File: config.mk
export PLATFORM = sky130hd
export DESIGN_NAME = instr_stream_encoder
export DESIGN_NICKNAME = d
export VERILOG_FILES = /design/src/rtl/arm_isa_pkg.sv /design/src/rtl/instr_field_packer.sv /design/src/rtl/instr_stream_encoder.sv
export SDC_FILE = /design/constraint.sdc
export NUM_CORES = 1
export LEC_CHECK = 0
export BUFFER_PORTS_ARGS = -buffer_cell sky130_fd_sc_hd__buf_2
export CORE_ASPECT_RATIO = 0.9
export CORE_MARGIN = 5
export CORE_UTILIZATION = 35
export CTS_CLUSTER_SIZE = 10
export DETAILED_ROUTE_END_ITERATION = 10
export GPL_ROUTABILITY_DRIVEN = 0
export SLEW_MARGIN = 30
export SYNTH_ARGS = -nofsm -noshare
export SYNTH_HDL_FRONTEND = slang
export SYNTH_HIERARCHICAL = 1
export SYNTH_SLANG_ARGS = --single-unit
File: constraint.sdc
create_clock -name clk -period 4.6 [get_ports clk]
set_clock_uncertainty 0.15 [all_clocks]
set_input_delay 0 -clock clk [delete_from_list [all_inputs] [get_ports clk]]
set_output_delay 0 -clock clk [all_outputs]
set_load 0.01 [all_outputs]
File: src/rtl/arm_isa_pkg.sv
// Shared ARM subset definitions: op classes, ALU command codes and fixed encoding fields.
// Used by both the instruction decoder and the program-loader encoder.
package arm_isa_pkg;

    typedef enum logic [1:0] {
        CLS_DP  = 2'b00,
        CLS_MEM = 2'b01,
        CLS_BR  = 2'b10,
        CLS_ILL = 2'b11
    } op_cls_e;

    typedef enum logic [1:0] {
        ALU_ADD = 2'b00,
        ALU_SUB = 2'b01,
        ALU_AND = 2'b10,
        ALU_ORR = 2'b11
    } alu_op_e;

    typedef enum logic [1:0] {
        ST_IDLE = 2'b00,
        ST_LOAD = 2'b01,
        ST_DONE = 2'b10
    } enc_state_e;

    localparam logic [3:0] COND_AL   = 4'hE;
    localparam logic [3:0] CMD_ADD   = 4'b0100;
    localparam logic [3:0] CMD_SUB   = 4'b0010;
    localparam logic [3:0] CMD_AND   = 4'b0000;
    localparam logic [3:0] CMD_ORR   = 4'b1100;
    // Bits [25:21] of a single-data-transfer word: I=0, P=1, U=1, B=0, W=0.
    localparam logic [4:0] MEM_FUNCT = 5'b01100;
    localparam logic [1:0] BR_OP     = 2'b10;

    function automatic logic [3:0] alu_cmd(input logic [1:0] op);
        logic [3:0] cmd;
        case (op)
            ALU_ADD: cmd = CMD_ADD;
            ALU_SUB: cmd = CMD_SUB;
            ALU_AND: cmd = CMD_AND;
            ALU_ORR: cmd = CMD_ORR;
            default: cmd = CMD_AND;
        endcase
        return cmd;
    endfunction

endpackage

File: src/rtl/instr_field_packer.sv
// Combinational packer: field-level request -> 32-bit ARM word, plus an illegal-class flag.
module instr_field_packer
    import arm_isa_pkg::*;
(
    input  logic [1:0]  cls,
    input  logic [1:0]  aluop,
    input  logic        imm,
    input  logic        s,
    input  logic        load,
    input  logic [3:0]  rn,
    input  logic [3:0]  rd,
    input  logic [23:0] src,
    output logic [31:0] word,
    output logic        illegal
);

    // Select the encoding layout from the op class.
    always_comb begin
        word    = 32'h0000_0000;
        illegal = 1'b0;
        case (cls)
            CLS_DP:  word = {COND_AL, 2'b00, imm, alu_cmd(aluop), s, rn, rd,
                             (imm ? {4'h0, src[7:0]} : {8'h00, src[3:0]})};
            CLS_MEM: word = {COND_AL, 2'b01, MEM_FUNCT, load, rn, rd, src[11:0]};
            CLS_BR:  word = {COND_AL, 2'b10, BR_OP, src[23:0]};
            default: illegal = 1'b1;
        endcase
    end

endmodule

File: src/rtl/instr_stream_encoder.sv
// Program loader: accepts field-level requests and writes encoded words sequentially
// into instruction memory, one registered write per legal request.
module instr_stream_encoder
    import arm_isa_pkg::*;
#(
    parameter logic [31:0] BASE_ADDR = 32'h0000_0000,
    parameter int          ADDR_W    = 32,
    parameter int          DEPTH     = 64
) (
    input  logic              clk,
    input  logic              reset,
    input  logic              start,
    input  logic              in_valid,
    output logic              in_ready,
    input  logic              in_last,
    input  logic [1:0]        in_cls,
    input  logic [1:0]        in_aluop,
    input  logic              in_imm,
    input  logic              in_s,
    input  logic              in_load,
    input  logic [3:0]        in_rn,
    input  logic [3:0]        in_rd,
    input  logic [23:0]       in_src,
    output logic              mem_we,
    output logic [ADDR_W-1:0] mem_addr,
    output logic [31:0]       mem_wdata,
    output logic [6:0]        count,
    output logic              busy,
    output logic              done,
    output logic              err
);

    localparam logic [6:0] DEPTH_C = 7'(DEPTH);

    enc_state_e        state_r, next_state_s;
    logic [6:0]        count_r;
    logic [6:0]        slot_s;
    logic              err_r;
    logic              last_pend_r;
    logic              mem_we_r;
    logic [ADDR_W-1:0] mem_addr_r;
    logic [31:0]       mem_wdata_r;
    logic [31:0]       word_s;
    logic              illegal_s;
    logic              accept_s;
    logic              write_s;
    logic              enter_load_s;

    instr_field_packer u_packer (
        .cls     (in_cls),
        .aluop   (in_aluop),
        .imm     (in_imm),
        .s       (in_s),
        .load    (in_load),
        .rn      (in_rn),
        .rd      (in_rd),
        .src     (in_src),
        .word    (word_s),
        .illegal (illegal_s)
    );

    // A write in flight (mem_we_r) already owns the next slot but is not yet counted.
    assign slot_s   = count_r + {6'd0, mem_we_r};
    assign in_ready = (state_r == ST_LOAD) && !last_pend_r && (slot_s < DEPTH_C);
    assign accept_s = in_valid && in_ready;
    assign write_s  = accept_s && !illegal_s;

    // Next-state logic; a legal last beat finishes once its write cycle has gone out.
    always_comb begin
        next_state_s = state_r;
        enter_load_s = 1'b0;
        case (state_r)
            ST_IDLE, ST_DONE: begin
                if (start) begin
                    next_state_s = ST_LOAD;
                    enter_load_s = 1'b1;
                end else begin
                    next_state_s = state_r;
                end
            end
            ST_LOAD: begin
                if ((accept_s && illegal_s && in_last) || last_pend_r || (count_r == DEPTH_C)) begin
                    next_state_s = ST_DONE;
                end else begin
                    next_state_s = ST_LOAD;
                end
            end
            default: next_state_s = ST_IDLE;
        endcase
    end

    // State, counter, sticky error and registered write port.
    always_ff @(posedge clk or negedge reset) begin
        if (!reset) begin
            state_r     <= ST_IDLE;
            count_r     <= 7'd0;
            err_r       <= 1'b0;
            last_pend_r <= 1'b0;
            mem_we_r    <= 1'b0;
            mem_addr_r  <= ADDR_W'(BASE_ADDR);
            mem_wdata_r <= 32'h0000_0000;
        end else begin
            state_r  <= next_state_s;
            mem_we_r <= write_s;
            if (write_s) begin
                mem_addr_r  <= ADDR_W'(BASE_ADDR) + (ADDR_W'(slot_s) << 2);
                mem_wdata_r <= word_s;
            end
            if (enter_load_s) begin
                count_r     <= 7'd0;
                err_r       <= 1'b0;
                last_pend_r <= 1'b0;
            end else begin
                if (mem_we_r) begin
                    count_r <= count_r + 7'd1;
                end
                if (accept_s && illegal_s) begin
                    err_r <= 1'b1;
                end
                if (write_s && in_last) begin
                    last_pend_r <= 1'b1;
                end
            end
        end
    end

    assign mem_we    = mem_we_r;
    assign mem_addr  = mem_addr_r;
    assign mem_wdata = mem_wdata_r;
    assign count     = count_r;
    assign err       = err_r;
    assign busy      = (state_r == ST_LOAD);
    assign done      = (state_r == ST_DONE);

endmodule

==> flow_metrics.tcl <==
set metrics [dict create \
    ant_nets 0 \
    layout-drive-gt1-share_pct 44.4 \
    cts-root-buf "sky130_fd_sc_hd__clkbuf_8" \
    cap_violations 0 \
    critical_path.endpoint_type "flop" \
    worstPathArrival_ns 2.58 \
    hpwlAfterDp_mm 4.63 \
    postSynthAreaPerCell_um2 12.8 \
    post-route-util_pct 47.4 \
    tritoncts "built" \
    power-per-cell-area_nw_per_um2 481 \
    critPathMaxFanout 21 \
    vias_in_the_first_global_route 2112 \
    hold_path.class "in -> reg" \
    cts_resized 0 \
    design.portCount 120 \
    standard_cell_rows 31 \
    proportion_of_synthesized_chip_area_in_sequential_cells_pct 43.8 \
    yosys_most_used_dff "sky130_fd_sc_hd__dfrtp_1" \
    final_cell_mix "sky130_fd_sc_hd__buf_2 (94), sky130_fd_sc_hd__dfrtp_1 (51), sky130_fd_sc_hd__dlygate4sd3_1 (39)" \
    floorplan.initialDensity_pct 36.1 \
    clkTransAtPathRegs_ns 0.10 \
    tightest_slew_ns 0.679 \
    yosys.area.top_type_share_pct 43.8 \
    globalRouteTotalUtil_pct 12.6 \
    max_freq_ghz 0.393 \
    synth_area_leader_cell "sky130_fd_sc_hd__dfrtp_1" \
    synth.area.top_cells "sky130_fd_sc_hd__dfrtp_1 (44%), sky130_fd_sc_hd__mux2_4 (20%), sky130_fd_sc_hd__buf_4 (7.2%)" \
    netlist-cell-type-count 38 \
    core_region_area_um2 8070 \
    vdd_drop_max_v 0.000225 \
    largest_net_degree_at_the_start_of_global_routing 52 \
    final_report_hold_violation_count 0 \
    detail_route.wirelength_mm 6.67 \
    fin_nets 407 \
    numCtsBuffers 5 \
    crit_type "reg -> reg" \
    postSynthCellCount 227 \
    share_of_flip_flops_with_an_asynchronous_set_or_reset_after_synthesis_pct 100 \
    finalCritPeriodShare_pct 55.3 \
    timing.setup.tns_ns 0 \
    vias 2044 \
    drc 0 \
    synth_enable_flop_cells 0 \
    dieArea_um2 10200 \
    wire_length_of_the_first_global_routing_pass_mm 10.3 \
    final-setup-viol-count 0 \
    numPortBuffers 94 \
    floorplan.die.width_um 106 \
    clock_tree.htree_level_count 2 \
    grt_remaining_overflow 0 \
    rsz0062_at_grt "false" \
    yosysWarningCount 6 \
    maxSlewViolCount 0 \
    ys_ff_latch 51 \
    mostFrequentLayoutCell "sky130_fd_sc_hd__buf_2" \
    avgRoutedWirePerCell_um 14.6 \
    first_pass_iters 4 \
    clock_latency_ns 0.30 \
    worst-endpoint-required_ns 4.64 \
    timing.final.crit_period_ns 2.54 \
    post-cts-setup-buffers 0 \
    maximum_number_of_buffers_from_clock_root_to_sink 2 \
    numClockSinks 51 \
    flow.area_growth_from_synthesis_pct 31.2 \
    synthesis.area_um2 2910 \
    max_slew_margin_pct 54.8 \
    antenna_found_initial 0 \
    diodes 0 \
    status "complete, no violations" \
    die_height_um 96.5 \
    detail_route.iter0.violations 49 \
    viasPerCell 4.47 \
    power.static_leakage_nw 1.99 \
    kind_of_start_point_of_the_critical_path "flop" \
]
[state kept, by name, indices dropped and copies added, names as in the netlist]
name         cells
last_pend_r      1
count            7
state_r          2
err              1
mem_we           1
mem_wdata       32
mem_addr         7
[final timing paths]
| check | to | cells past startpoint | start | slack [ns] |
|---|---|---|---|---|
| worst min register to register | err | 1 | err | 0.35 |
| worst max-delay path | mem_wdata[21] | 7 | mem_we | 2.06 |
| worst max register to register | mem_wdata[21] | 7 | mem_we | 2.06 |
| worst min-delay path | mem_wdata[25] | 3 | in_cls[0] | 0.03 |
| min in group asynchronous | mem_addr[4] | 3 | reset | 0.19 |
| max in group asynchronous | count[6] | 3 | reset | 3.65 |
[power by group]
part	internal, mW	total [mW]	switching (mW)
Sequential	0.613	0.722	0.109
Clock	0.176	0.326	0.150
Combinational	0.450	0.789	0.339
Total	1.24	1.84	0.598
[critical path, stage by stage, from the launching register on]
cell and delay [ns]:
sky130_fd_sc_hd__dfrtp_1 0.48, sky130_fd_sc_hd__ha_1 0.22, sky130_fd_sc_hd__ha_1 0.20, sky130_fd_sc_hd__nand3_2 0.12
sky130_fd_sc_hd__o21a_4 0.25, sky130_fd_sc_hd__nor4_4 0.26, sky130_fd_sc_hd__buf_4 0.40, sky130_fd_sc_hd__mux2_4 0.34
[cell type report]
type                            count  area (um2)
Tap cell                           99         124
Multi-Input combinational cell    156        1390
Fill cell                         747        4250
Timing Repair Buffer              136         883
Clock inverter                      2        35.0
Sequential cell                    51        1280
Clock buffer                        6        82.6
Inverter                            7        28.8
[cells in the mapped netlist, types with 2 or more instances]
| cell | n |
|---|---|
| sky130_fd_sc_hd__nor2b_1 | 5 |
| sky130_fd_sc_hd__nor3b_1 | 2 |
| sky130_fd_sc_hd__conb_1 | 2 |
| sky130_fd_sc_hd__a22o_1 | 9 |
| sky130_fd_sc_hd__buf_4 | 28 |
| sky130_fd_sc_hd__a32o_1 | 2 |
| sky130_fd_sc_hd__dfrtp_1 | 51 |
| sky130_fd_sc_hd__nor3b_2 | 4 |
| sky130_fd_sc_hd__nor3_1 | 2 |
| sky130_fd_sc_hd__or3_1 | 2 |
| sky130_fd_sc_hd__and2_4 | 5 |
| sky130_fd_sc_hd__nand4_1 | 2 |
| sky130_fd_sc_hd__o21ai_0 | 3 |
| sky130_fd_sc_hd__o2bb2ai_1 | 2 |
| sky130_fd_sc_hd__nor2_1 | 13 |
| sky130_fd_sc_hd__nand2_1 | 4 |
| sky130_fd_sc_hd__xor2_1 | 6 |
| sky130_fd_sc_hd__mux2_4 | 38 |
| sky130_fd_sc_hd__buf_6 | 8 |
| sky130_fd_sc_hd__mux2i_1 | 3 |
| sky130_fd_sc_hd__nand3_1 | 2 |
| sky130_fd_sc_hd__and2_1 | 5 |
| sky130_fd_sc_hd__ha_1 | 6 |
| sky130_fd_sc_hd__inv_1 | 6 |
| sky130_fd_sc_hd__xnor2_1 | 3 |
| sky130_fd_sc_hd__a21oi_1 | 2 |
[per-stage QoR]
step | power (mW) | setup slack [ns] | instances | cell area (um2) | hold slack (ns)
after floorplan | 1.25 | 2.23 | 251 | 3000 | -0.446
after global placement | 1.48 | 2.13 | 410 | 3310 | 0.0151
after detailed placement | 1.49 | 2.05 | 410 | 3310 | 0.0156
after CTS | 1.86 | 2.04 | 457 | 3820 | 0.0262
after global routing | 1.95 | 1.93 | 457 | 3820 | 0.0472
final | 1.84 | 2.06 | 457 | 3820 | 0.0313
[layer usage]
metal | share of wire, % | track usage (%) | up-vias
li1 | - | - | 979
met1 | 44 | 15.9 | 1002
met2 | 50 | 21.6 | 57
met4 | 1.4 | 4.21 | 0
met5 | 0 | 0 | -
met3 | 4.8 | 2.59 | 6
[cell families (layout without fill, tap and decap cells)]
group	count (synthesis)	count (layout)	share of synthesized area [%]
adders and majority gates	6	6	2.58
DFF	51	51	43.8
AOI/OAI and AO/OA	20	20	5.67
muxes	41	41	20.6
buffers and inverters	44	151	11.5
other	2	26	0.258
xor gates and xnor gates	9	9	2.71
and+or+nand+nor	54	54	12.9
[repair_timing]
action,4_1_cts,5_1_grt
hold endpoints to repair,80,0
setup endpoints to repair,0,0
hold buffers,39,0
No activity file was read; power rests on OpenSTA's default activity.
